File: src/rtl/ahb_pkg.sv
// Shared AHB-Lite types and error-flag bit positions for the passive bus monitor.
package ahb_pkg;

    typedef enum logic [1:0] {
        IDLE   = 2'b00,
        BUSY   = 2'b01,
        NONSEQ = 2'b10,
        SEQ    = 2'b11
    } htrans_e;

    typedef enum logic {
        OKAY  = 1'b0,
        ERROR = 1'b1
    } hresp_e;

    localparam int ERR_SEQ_OUTSIDE = 0;
    localparam int ERR_UNSTABLE    = 1;
    localparam int ERR_BAD_SEQ     = 2;
    localparam int ERR_ILLEGAL     = 3;

endpackage

File: src/rtl/ahb_burst_tracker.sv
// Tracks whether a burst is in progress and the address the next SEQ beat must carry.
module ahb_burst_tracker
    import ahb_pkg::*;
#(
    parameter int ADDR_W = 21
) (
    input  logic              clk,
    input  logic              rst_n,
    input  htrans_e           trans,
    input  logic [ADDR_W-1:0] addr,
    input  logic [2:0]        size,
    input  logic              ready,
    input  logic              resp,
    output logic              seq_outside,
    output logic              bad_seq
);

    logic              active;
    logic [ADDR_W-1:0] next_addr;
    logic              accept;

    always_comb begin
        accept      = ready && (trans == NONSEQ || trans == SEQ);
        seq_outside = ready && (trans == SEQ || trans == BUSY) && !active;
        bad_seq     = accept && (trans == SEQ) && active && (addr != next_addr);
    end

    // BUSY leaves the burst untouched; a completed ERROR or an IDLE slot ends it.
    always_ff @(posedge clk or negedge rst_n) begin
        if (!rst_n) begin
            active    <= 1'b0;
            next_addr <= '0;
        end else begin
            if (ready && (resp || trans == IDLE))
                active <= 1'b0;
            else if (accept)
                active <= 1'b1;
            if (accept)
                next_addr <= addr + (ADDR_W'(1) << size);
        end
    end

endmodule

File: src/rtl/ahb_lite_monitor.sv
// Passive AHB-Lite monitor: one record per completed data phase, sticky protocol
// error flags and saturating OKAY transfer counters.
module ahb_lite_monitor
    import ahb_pkg::*;
#(
    parameter int ADDR_W = 21,
    parameter int DATA_W = 8,
    parameter int CNT_W  = 16
) (
    input  logic              HCLK,
    input  logic              HRESETn,
    input  logic [ADDR_W-1:0] HADDR,
    input  logic              HWRITE,
    input  logic [1:0]        HTRANS,
    input  logic [2:0]        HSIZE,
    input  logic [DATA_W-1:0] HWDATA,
    input  logic [DATA_W-1:0] HRDATA,
    input  logic              HREADY,
    input  logic              HRESP,
    input  logic              clr,
    output logic              mon_valid,
    output logic              mon_write,
    output logic [ADDR_W-1:0] mon_addr,
    output logic [DATA_W-1:0] mon_data,
    output logic              mon_resp,
    output logic [3:0]        err_flags,
    output logic              err_pulse,
    output logic [CNT_W-1:0]  wr_count,
    output logic [CNT_W-1:0]  rd_count
);

    localparam logic [0:0] NO_DATA   = 1'b0;
    localparam logic [0:0] DATA_PEND = 1'b1;
    localparam logic [2:0] MAX_SIZE  = 3'($clog2(DATA_W / 8));

    typedef struct packed {
        logic              write;
        logic [ADDR_W-1:0] addr;
        logic [DATA_W-1:0] data;
        logic              resp;
    } mon_rec_t;

    htrans_e           trans;
    logic              accept;
    logic              complete;
    logic [0:0]        state;
    logic              pend_write;
    logic [ADDR_W-1:0] pend_addr;
    mon_rec_t          rec;

    logic              hold_chk;
    logic [ADDR_W-1:0] hold_addr;
    logic              hold_write;
    logic [2:0]        hold_size;
    htrans_e           hold_trans;
    logic              resp_wait;

    logic              seq_outside;
    logic              bad_seq;
    logic              unstable;
    logic              illegal;
    logic [3:0]        viol;

    ahb_burst_tracker #(.ADDR_W(ADDR_W)) u_burst (
        .clk         (HCLK),
        .rst_n       (HRESETn),
        .trans       (trans),
        .addr        (HADDR),
        .size        (HSIZE),
        .ready       (HREADY),
        .resp        (HRESP),
        .seq_outside (seq_outside),
        .bad_seq     (bad_seq)
    );

    // NOTE: every always_comb output gets a value on every path (viol defaults first), so no latch is inferred.
    always_comb begin
        trans    = htrans_e'(HTRANS);
        accept   = HREADY && (trans == NONSEQ || trans == SEQ);
        complete = (state == DATA_PEND) && HREADY;
        unstable = hold_chk && ((HADDR != hold_addr) || (HWRITE != hold_write) ||
                   (HSIZE != hold_size) ||
                   ((trans != hold_trans) && !(hold_trans == BUSY && trans == SEQ)));
        illegal  = (accept && (HSIZE > MAX_SIZE)) || (HREADY && HRESP && !resp_wait);
        viol                  = '0;
        viol[ERR_SEQ_OUTSIDE] = seq_outside;
        viol[ERR_UNSTABLE]    = unstable;
        viol[ERR_BAD_SEQ]     = bad_seq;
        viol[ERR_ILLEGAL]     = illegal;
    end

    // NOTE: sequential state uses non-blocking assignments so every flop samples pre-edge values.
    always_ff @(posedge HCLK or negedge HRESETn) begin
        if (!HRESETn) begin
            state      <= NO_DATA;
            pend_write <= 1'b0;
            pend_addr  <= '0;
            mon_valid  <= 1'b0;
            rec        <= '0;
        end else begin
            if (HREADY)
                state <= accept ? DATA_PEND : NO_DATA;
            if (accept) begin
                pend_write <= HWRITE;
                pend_addr  <= HADDR;
            end
            mon_valid <= complete;
            if (complete)
                rec <= '{write: pend_write, addr: pend_addr,
                         data: pend_write ? HWDATA : HRDATA, resp: HRESP};
        end
    end

    // Snapshot of an address phase stalled while no data phase owns the wait state.
    always_ff @(posedge HCLK or negedge HRESETn) begin
        if (!HRESETn) begin
            hold_chk   <= 1'b0;
            hold_addr  <= '0;
            hold_write <= 1'b0;
            hold_size  <= '0;
            hold_trans <= IDLE;
            resp_wait  <= 1'b0;
        end else begin
            hold_chk   <= (state == NO_DATA) && !HREADY && (trans != IDLE);
            hold_addr  <= HADDR;
            hold_write <= HWRITE;
            hold_size  <= HSIZE;
            hold_trans <= trans;
            resp_wait  <= HRESP && !HREADY;
        end
    end

    always_ff @(posedge HCLK or negedge HRESETn) begin
        if (!HRESETn) begin
            err_flags <= '0;
            err_pulse <= 1'b0;
            wr_count  <= '0;
            rd_count  <= '0;
        end else begin
            err_pulse <= |viol;
            if (clr) begin
                err_flags <= '0;
                wr_count  <= '0;
                rd_count  <= '0;
            end else begin
                err_flags <= err_flags | viol;
                if (complete && !HRESP) begin
                    if (pend_write) begin
                        if (wr_count != '1)
                            wr_count <= wr_count + CNT_W'(1);
                    end else begin
                        if (rd_count != '1)
                            rd_count <= rd_count + CNT_W'(1);
                    end
                end
            end
        end
    end

    assign mon_write = rec.write;
    assign mon_addr  = rec.addr;
    assign mon_data  = rec.data;
    assign mon_resp  = rec.resp;

endmodule

File: config.mk
export PLATFORM = sky130hd
export DESIGN_NAME = ahb_lite_monitor
export DESIGN_NICKNAME = d
export VERILOG_FILES = /design/src/rtl/ahb_pkg.sv /design/src/rtl/ahb_burst_tracker.sv /design/src/rtl/ahb_lite_monitor.sv
export SDC_FILE = /design/constraint.sdc
export NUM_CORES = 1
export LEC_CHECK = 0
export CORE_MARGIN = 5
export CORE_UTILIZATION = 53
export CTS_CLUSTER_SIZE = 25
export DETAILED_ROUTE_END_ITERATION = 6
export PLACE_DENSITY = 0.91
export SYNTH_ARGS = -nofsm -noshare
export SYNTH_HDL_FRONTEND = slang
export SYNTH_SLANG_ARGS = --single-unit
File: constraint.sdc
create_clock -name HCLK -period 2.32 [get_ports HCLK]
set_clock_uncertainty 0.05 [all_clocks]
set_input_delay 0.58 -clock HCLK [delete_from_list [all_inputs] [get_ports HCLK]]
set_output_delay 0.58 -clock HCLK [all_outputs]
set_load 0.03 [all_outputs]
-- Word level (Yosys, flattened, before mapping)
Cells that the tools add are included.
- add/sub/neg operators: 3
- $lt $le $gt $ge: 1
- equality and inequality tests: 12
- shifts and indexed selects: 1
- multiplexer cells: 13
- bitwise operators: 2
- reduce and logical (&&, ||, !) cells: 40
- operators with widths (operator ; number):
    2-to-1 mux 16 bit ; 8
    inequality test 21 bit ; 2
    adder 16 x 1 -> 16 bit, second input constant ; 2
    inequality test 16 bit, second input constant ; 2
    adder 21 bit ; 1
    left shift 1 x 3 -> 21 bit, first input constant ; 1
    logical AND 1 bit ; 18
    nonzero test 2 bit ; 6
    2-to-1 mux 8 bit ; 1
    logical OR 1 bit ; 7
    AND reduction 3 bit ; 2
    zero test 1 bit ; 5
    == test 2 x 1 -> 1 bit, second input constant ; 2
    == test 2 bit, second input constant ; 2
    2-to-1 mux 4 bit ; 1
    bitwise OR 4 bit ; 1
    OR reduction 4 bit ; 1
    > comparator 3 x 1 -> 1 bit, second input constant ; 1
    2-to-1 mux 1 bit ; 3
    inequality test 3 bit ; 1
    zero test 2 bit ; 1
    inequality test 2 bit ; 1
    inequality test 2 bit, second input constant ; 1
    inequality test 1 bit ; 1
    NOT 1 bit ; 1
- bits in registers: 143

-- Depth between registers and ports, before layout
- depth in word-level cells: 8
- depth in mapped cells: 10
- depth with buffers taken out: 9

-- By module
A second synthesis with hierarchy kept.
- cell total of the unflattened synthesis: 586
- area total of the unflattened synthesis: 6658.9 um2
- modules (own cells, without submodules) (module ; instances ; cells an instance ; area an instance (um2) ; seq. area each (um2)):
    ahb_lite_monitor ; 1 ; 405 ; 5017.3 ; 3027.9
    ahb_burst_tracker ; 1 ; 181 ; 1641.6 ; 550.5

-- Worst setup path before layout
Ideal clock, no wire load.
- path type: input to register
- start point: input HSIZE[0]
- end point: register u_burst.next_addr[12]
- library setup time: 83 ps
- arrival: 2662 ps
- required time: 2187 ps
- path slack: -475 ps
- stages on the path: 10
- path buffers: 1
- cells stage by stage: clkbuf_1 > nor3_1 > ha_1 > fa_1 > a21oi_1 > o22ai_1 > o41ai_2 > nor3b_1 > xnor2_1 > o21ai_0
- word-level cells in the longest chain between the ends: 2
- RTL lines (element ; line ; RTL):
    start: declaration ; ahb_lite_monitor.sv:15 ; input logic [2:0] HSIZE,
    left shift 1 x 3 -> 21 bit ; ahb_burst_tracker.sv:39 ; next_addr <= addr + (ADDR_W'(1) << size);
    adder 21 bit ; ahb_burst_tracker.sv:39 ;
    end signal: assignment ; ahb_burst_tracker.sv:39 ;
    end: declaration ; ahb_burst_tracker.sv:19 ; logic [ADDR_W-1:0] next_addr;
No other way between the ends.
A chain may end at the register's enable or synchronous reset.

-- Worst setup path after layout
- start point: register rd_count[14]
- end point: output rd_count[14]
- RTL lines (element ; line ; RTL):
    start: declaration ; ahb_lite_monitor.sv:29 ; output logic [CNT_W-1:0] rd_count
    start signal: assignment ; ahb_lite_monitor.sv:153 ; rd_count <= rd_count + CNT_W'(1);
No word-level cell between the ends.

==> flow_summary.json <==
{
  "worstMarginPinSlew_ps": 487,
  "nFillCells": 808,
  "async_flop_share": 1.00,
  "core-area_sq_um": 12200,
  "synthCells": 646,
  "p_int_uw": 5160,
  "avgSynthCellArea_sq_um": 10.3,
  "path_depth": 1,
  "final_cell_mix": "143 x dfrtp_1, 118 x nand2_1, 109 x clkdlybuf4s50_1",
  "path_clk_slew_ps": 60,
  "period_share": 0.979,
  "synth_top_area_frac": 0.539,
  "required_ps": 1690,
  "ir_drop_mv": 0.473,
  "critical_path_buf_inv_count": 1,
  "start_util": 0.546,
  "critPathArrivalTime_ps": 1640,
  "first_pass_iters": 7,
  "cts_sinks": 143,
  "clockPowerShare": 0.383,
  "grtUsageTotal": 0.240,
  "maxCapViolCount": 0,
  "setup_violations": 0,
  "drive_gt1_frac": 0.184,
  "critPathMaxStageDelay_ps": 740,
  "grt_pass1_vias": 5760,
  "combPwrFrac": 0.203,
  "rsz0062_at_grt": "no",
  "die_w_um": 122,
  "via_count": 5445,
  "report.final.slew_viol_count": 0,
  "crit_family": "buffers and inverters",
  "yosysWarnings": 0,
  "synth_nets": 705,
  "outcome": "complete, no violations",
  "clock_latency_ps": 410,
  "path_cells": "clkdlybuf4s50_1",
  "final_common_cell": "dfrtp_1",
  "synth_top_area_cell": "dfrtp_1",
  "fin_crit_ps": 2270,
  "dp_hpwl_um": 12700,
  "drt_iter0_markers": 568,
  "ctsHtreeMaxLevel": 4,
  "synth_edf_count": 0,
  "cts_made_buffers": 17,
  "finalHoldViolCount": 0,
  "avgViaCountPerCell": 5.42,
  "fin_hold_ws_ps": 16.0,
  "power_switching_uw": 1900,
  "synth_seq_cells": 143,
  "power_frac_seq": 0.414,
  "gr-total-overflow": 0,
  "relSlewSlack": 0.672,
  "place_area_sq_um": 8530,
  "dieArea_sq_um": 14900,
  "ios": 117,
  "crit_slowest_cell": "clkdlybuf4s50_1",
  "tritoncts": "built",
  "gp_congestion": 0.936,
  "synth_area_leaders": "dfrtp_1 54%, nand2_1 6.7%, xnor2_1 6.5%, xor2_1 5.1%, mux2_2 3.7%",
  "path_max_fanout": 6,
  "area.sequential_sq_um": 3580,
  "area_growth_pct": 38.4,
  "antenna_found_initial": 0,
  "grt_first_pass_wirelength_um": 28000,
  "start_kind": "flop",
  "portBuffers": 116,
  "routedWlPerCell_um": 17.2,
  "yosysSeqAreaShare": 0.539,
  "clock.fmax_mhz": 440,
  "cts_root_buf": "clkbuf_16",
  "antenna_left": 0,
  "power_leakage_uw": 0.00409,
  "critPathKind": "reg -> out",
  "die_y_um": 122,
  "multi_input_area_sq_um": 2990,
  "core.rowCount": 40,
  "diodes": 0,
  "synth_ff_type": "dfrtp_1",
  "ys_types": 45,
  "holdCritPathClass": "in -> async",
  "clockBufferDepth": 2,
  "r2r_cells": 7,
  "design_area_sq_um": 9180,
  "p_per_area_nw_per_um2": 769,
  "drc": 0,
  "drt_wl_total_um": 17300,
  "swShare": 0.270,
  "end_kind": "primary output",
  "fin_nets": 884,
  "grt_max_degree": 50,
  "netlist_area_sq_um": 6640
}
==> cells in the mapped netlist (8+ instances only) <==
library cell,n
dfrtp_1,143
nand2_1,119
xnor2_1,49
nor2_1,46
o21ai_0,40
xor2_1,39
clkbuf_1,29
mux2_2,22
nand3_1,21
a21oi_1,20
nand4_1,14
inv_1,13
ha_1,10
nor3_1,9
mux2i_1,8
nor3b_1,8
==> registers in the layout (all words and copies together), names as in the netlist, 2 cells and up <==
| register | cells |
|---|---|
| err_flags | 4 |
| hold_addr | 21 |
| hold_size | 3 |
| hold_trans | 2 |
| mon_addr | 21 |
| mon_data | 8 |
| pend_addr | 21 |
| rd_count | 16 |
| u_burst.next_addr | 21 |
| wr_count | 16 |
==> cell families (layout without fill, tap and decap cells) <==
| kind of cell | count (synthesis) | after routing | synth area share |
|---|---|---|---|
| DFF | 143 | 143 | 0.539 |
| and+or+nand+nor | 253 | 253 | 0.180 |
| xor gates and xnor gates | 88 | 88 | 0.116 |
| buffers and inverters | 46 | 237 | 0.0266 |
| muxes | 30 | 30 | 0.0494 |
| adders and majority gates | 11 | 11 | 0.0219 |
| AOI/OAI and AO/OA | 75 | 75 | 0.0664 |
==> cell type report <==
| cell class | instances | area share |
|---|---|---|
| Sequential cell | 143 | 0.390 |
| Multi-Input combinational cell | 457 | 0.326 |
| Timing Repair Buffer | 193 | 0.193 |
| Clock buffer | 24 | 0.0514 |
| Tap cell | 168 | 0.0229 |
| Clock inverter | 7 | 0.0120 |
| Inverter | 13 | 0.00531 |
==> power by group through the flow <==
stage | clock [uW] | combinational (uW) | sequential [uW]
6_report | 2710 | 1430 | 2920
5_1_grt | 2870 | 1530 | 2960
4_1_cts | 2740 | 1430 | 2920
3_5_place_dp | 0 | 1420 | 2970
3_3_place_gp | 0 | 1380 | 2950
2_1_floorplan | 0 | 479 | 3220
==> final timing paths <==
path	slack, ps	start	to
max	50	rd_count[14]$_DFFE_PN0P_	rd_count[14]
min	20	HRESETn	rd_count[4]$_DFFE_PN0P_
max reg2reg	300	rd_count[0]$_DFFE_PN0P_	rd_count[13]$_DFFE_PN0P_
min reg2reg	420	pend_addr[17]$_DFFE_PN0P_	pend_addr[17]$_DFFE_PN0P_
max in group asynchronous	1490	HRESETn	wr_count[13]$_DFFE_PN0P_
min in group HCLK	420	pend_addr[17]$_DFFE_PN0P_	pend_addr[17]$_DFFE_PN0P_
==> stage by stage <==
stage / instances / TNS [ps] / power [uW] / util / setup WS [ps]
2_1_floorplan: 646 / -1690 / 3700 / - / -170
3_3_place_gp: 973 / -14220 / 4330 / 0.701 / -726
3_5_place_dp: 973 / -18030 / 4380 / 0.701 / -879
4_1_cts: 1004 / 0 / 7100 / 0.751 / 0.169
5_1_grt: 1005 / 0 / 7360 / 0.755 / 0.595
6_report: 1005 / 0 / 7070 / 0.755 / 48.2
==> per-layer routing <==
| layer | global-route usage | part of all wire | vias to the layer above |
|---|---|---|---|
| met5 | 0 | 0 | - |
| met4 | 0.0749 | 0.024 | 0 |
| met3 | 0.0562 | 0.050 | 37 |
| met2 | 0.427 | 0.52 | 179 |
| met1 | 0.289 | 0.40 | 2699 |
| li1 | - | - | 2530 |
==> repair_timing <==
| action | in CTS | in global routing |
|---|---|---|
| gates cloned | 0 | 0 |
| resized for setup | 14 | 20 |
| setup buffers | 0 | 1 |
| pin swaps | 2 | 8 |
| hold buffers | 0 | 0 |
| setup endpoints to repair | 16 | 14 |
(Power assumes the default switching activity.)
==> variant (same settings) <==
`hold_addr` no longer has a reset.
--- a/src/rtl/ahb_lite_monitor.sv
+++ b/src/rtl/ahb_lite_monitor.sv
@@ -115,19 +115,21 @@
     always_ff @(posedge HCLK or negedge HRESETn) begin
         if (!HRESETn) begin
             hold_chk   <= 1'b0;
-            hold_addr  <= '0;
             hold_write <= 1'b0;
             hold_size  <= '0;
             hold_trans <= IDLE;
             resp_wait  <= 1'b0;
         end else begin
             hold_chk   <= (state == NO_DATA) && !HREADY && (trans != IDLE);
-            hold_addr  <= HADDR;
             hold_write <= HWRITE;
             hold_size  <= HSIZE;
             hold_trans <= trans;
             resp_wait  <= HRESP && !HREADY;
         end
+    end
+
+    always_ff @(posedge HCLK) begin
+        hold_addr <= HADDR;
     end
 
     always_ff @(posedge HCLK or negedge HRESETn) begin
Formal check against the unedited RTL: no difference found for any inputs over 4 cycles, from zero or initial values and one cycle with HRESETn low; that may be too few to reach the edited logic, so the function may still have changed.
==> variant against the unedited design <==
  * Synthesized area decreased by 1.6%
  * Critical path depth unchanged
  * Sequential power about the same
  * Final area decreased by 0.25%
  * Non-clock buffer count increased by 4
  * Via count increased by 0.50%
  * Sequential cell count unchanged
  * Total power increased by 2.0%
  * Worst setup slack improved by 0.035 ns
  * Routed wire length increased by 3.2%
  * Core utilization increased by 0.44 points
  * Highest routed layer unchanged
==> variant: results (changes against the unedited design) <==
metric,value,unit,change
run_status,finished clean,,
grt_util_met3,5.36,%,-0.26 points
worst_slew_pin_slew,0.528,ns,+0.0404 ns
placed_area,8450,um2,-0.90%
vias_per_cell,5.42,,about the same
vias,5472,,+0.50%
use_met2,44.7,%,+1.9 points
dr_wl_met3,1.01,mm,+16%
synth_async_sr_flop_share,85.3,%,-15 points
cts-buffers-inserted,17,,unchanged
dp_cells,974,,+0.10%
cts_resized,18,,+4
antennaDiodeCount,0,,unchanged
period_needed,2.24,ns,-0.0350 ns
number_of_unique_standard_cell_types_used_by_synthesis,46,,+2.2%
busiest_layer,met2,,
wl_met1,7.13,mm,+2.6%
gp_congestion,0.965,,+3.1%
grt_first_pass_wirelength,29.8,mm,+6.2%
end_point_of_the_critical_path,rd_count[15],,
timing.rr.end,rd_count[7]$_DFFE_PN0P_,,
post_cts_buffers,4,,+4
globalRouteTotalUtil,25.9,%,+1.8 points
dp_slack,-0.829,ns,+0.0497 ns
synth.yosys.seq_area_share,53.2,%,-0.74 points
hold_slack,0.0840,ns,+0.0680 ns
wl_met2,9.13,mm,+0.43%
crit_fanout,5,,-1
ys_top_cells_by_area,"dfrtp_1, nand2_1, xnor2_1, dfxtp_1, xor2_1",,
met1_usage,31.4,%,+2.6 points
clkTransAtPathRegs,0.06,ns,about the same
drive_above_1_share,19.1,%,+0.72 points
number_of_global_route_vias_before_repair,5916,,+2.7%
final_wirelength,17.9,mm,+3.2%
final_net_count,888,,+0.45%
setup.worst_path.start,rd_count[15]$_DFFE_PN0P_,,
place_hpwl,12.6,mm,-1.3%
vdd_ir_drop_max,514,uV,+8.8%
drt_iter0_markers,412,,-27%
static-leakage-power,4.05,nW,-1.2%
n_fill_cell,773,,-4.3%
variant: cell types whose count changed after synthesis, sizes merged:
cell,change
dfrtp,-21
dfxtp,+21
variant: cell type report:
type / instances / area (um2) / share of cell area, %
flip-flops and latches: 143 / 3470 / 37.9
multi-input cells: 457 / 2980 / 32.6
repair buffers: 197 / 1830 / 20.0
clock buffers: 18 / 429 / 4.69
well taps: 168 / 210 / 2.29
clock inverters: 14 / 181 / 1.98
inverters: 13 / 48.8 / 0.533
variant: power groups by stage:
stage / registers (mW) / clock network [mW] / logic [mW]
final: 2.93 / 2.83 / 1.44
after global routing: 2.96 / 2.98 / 1.55
after CTS: 2.93 / 2.86 / 1.44
after detailed placement: 2.97 / 0 / 1.42
after global placement: 2.95 / 0 / 1.37
after floorplan: 3.22 / 0 / 0.479
variant: cells by family after synthesis:
kind of cell,after synthesis,synth area share (%)
xor+xnor,88,11.8
flops,143,53.2
buf+inv,46,2.70
fa+ha+maj,11,2.22
simple gates,253,18.3
compound gates,75,6.74
mux,30,5.02
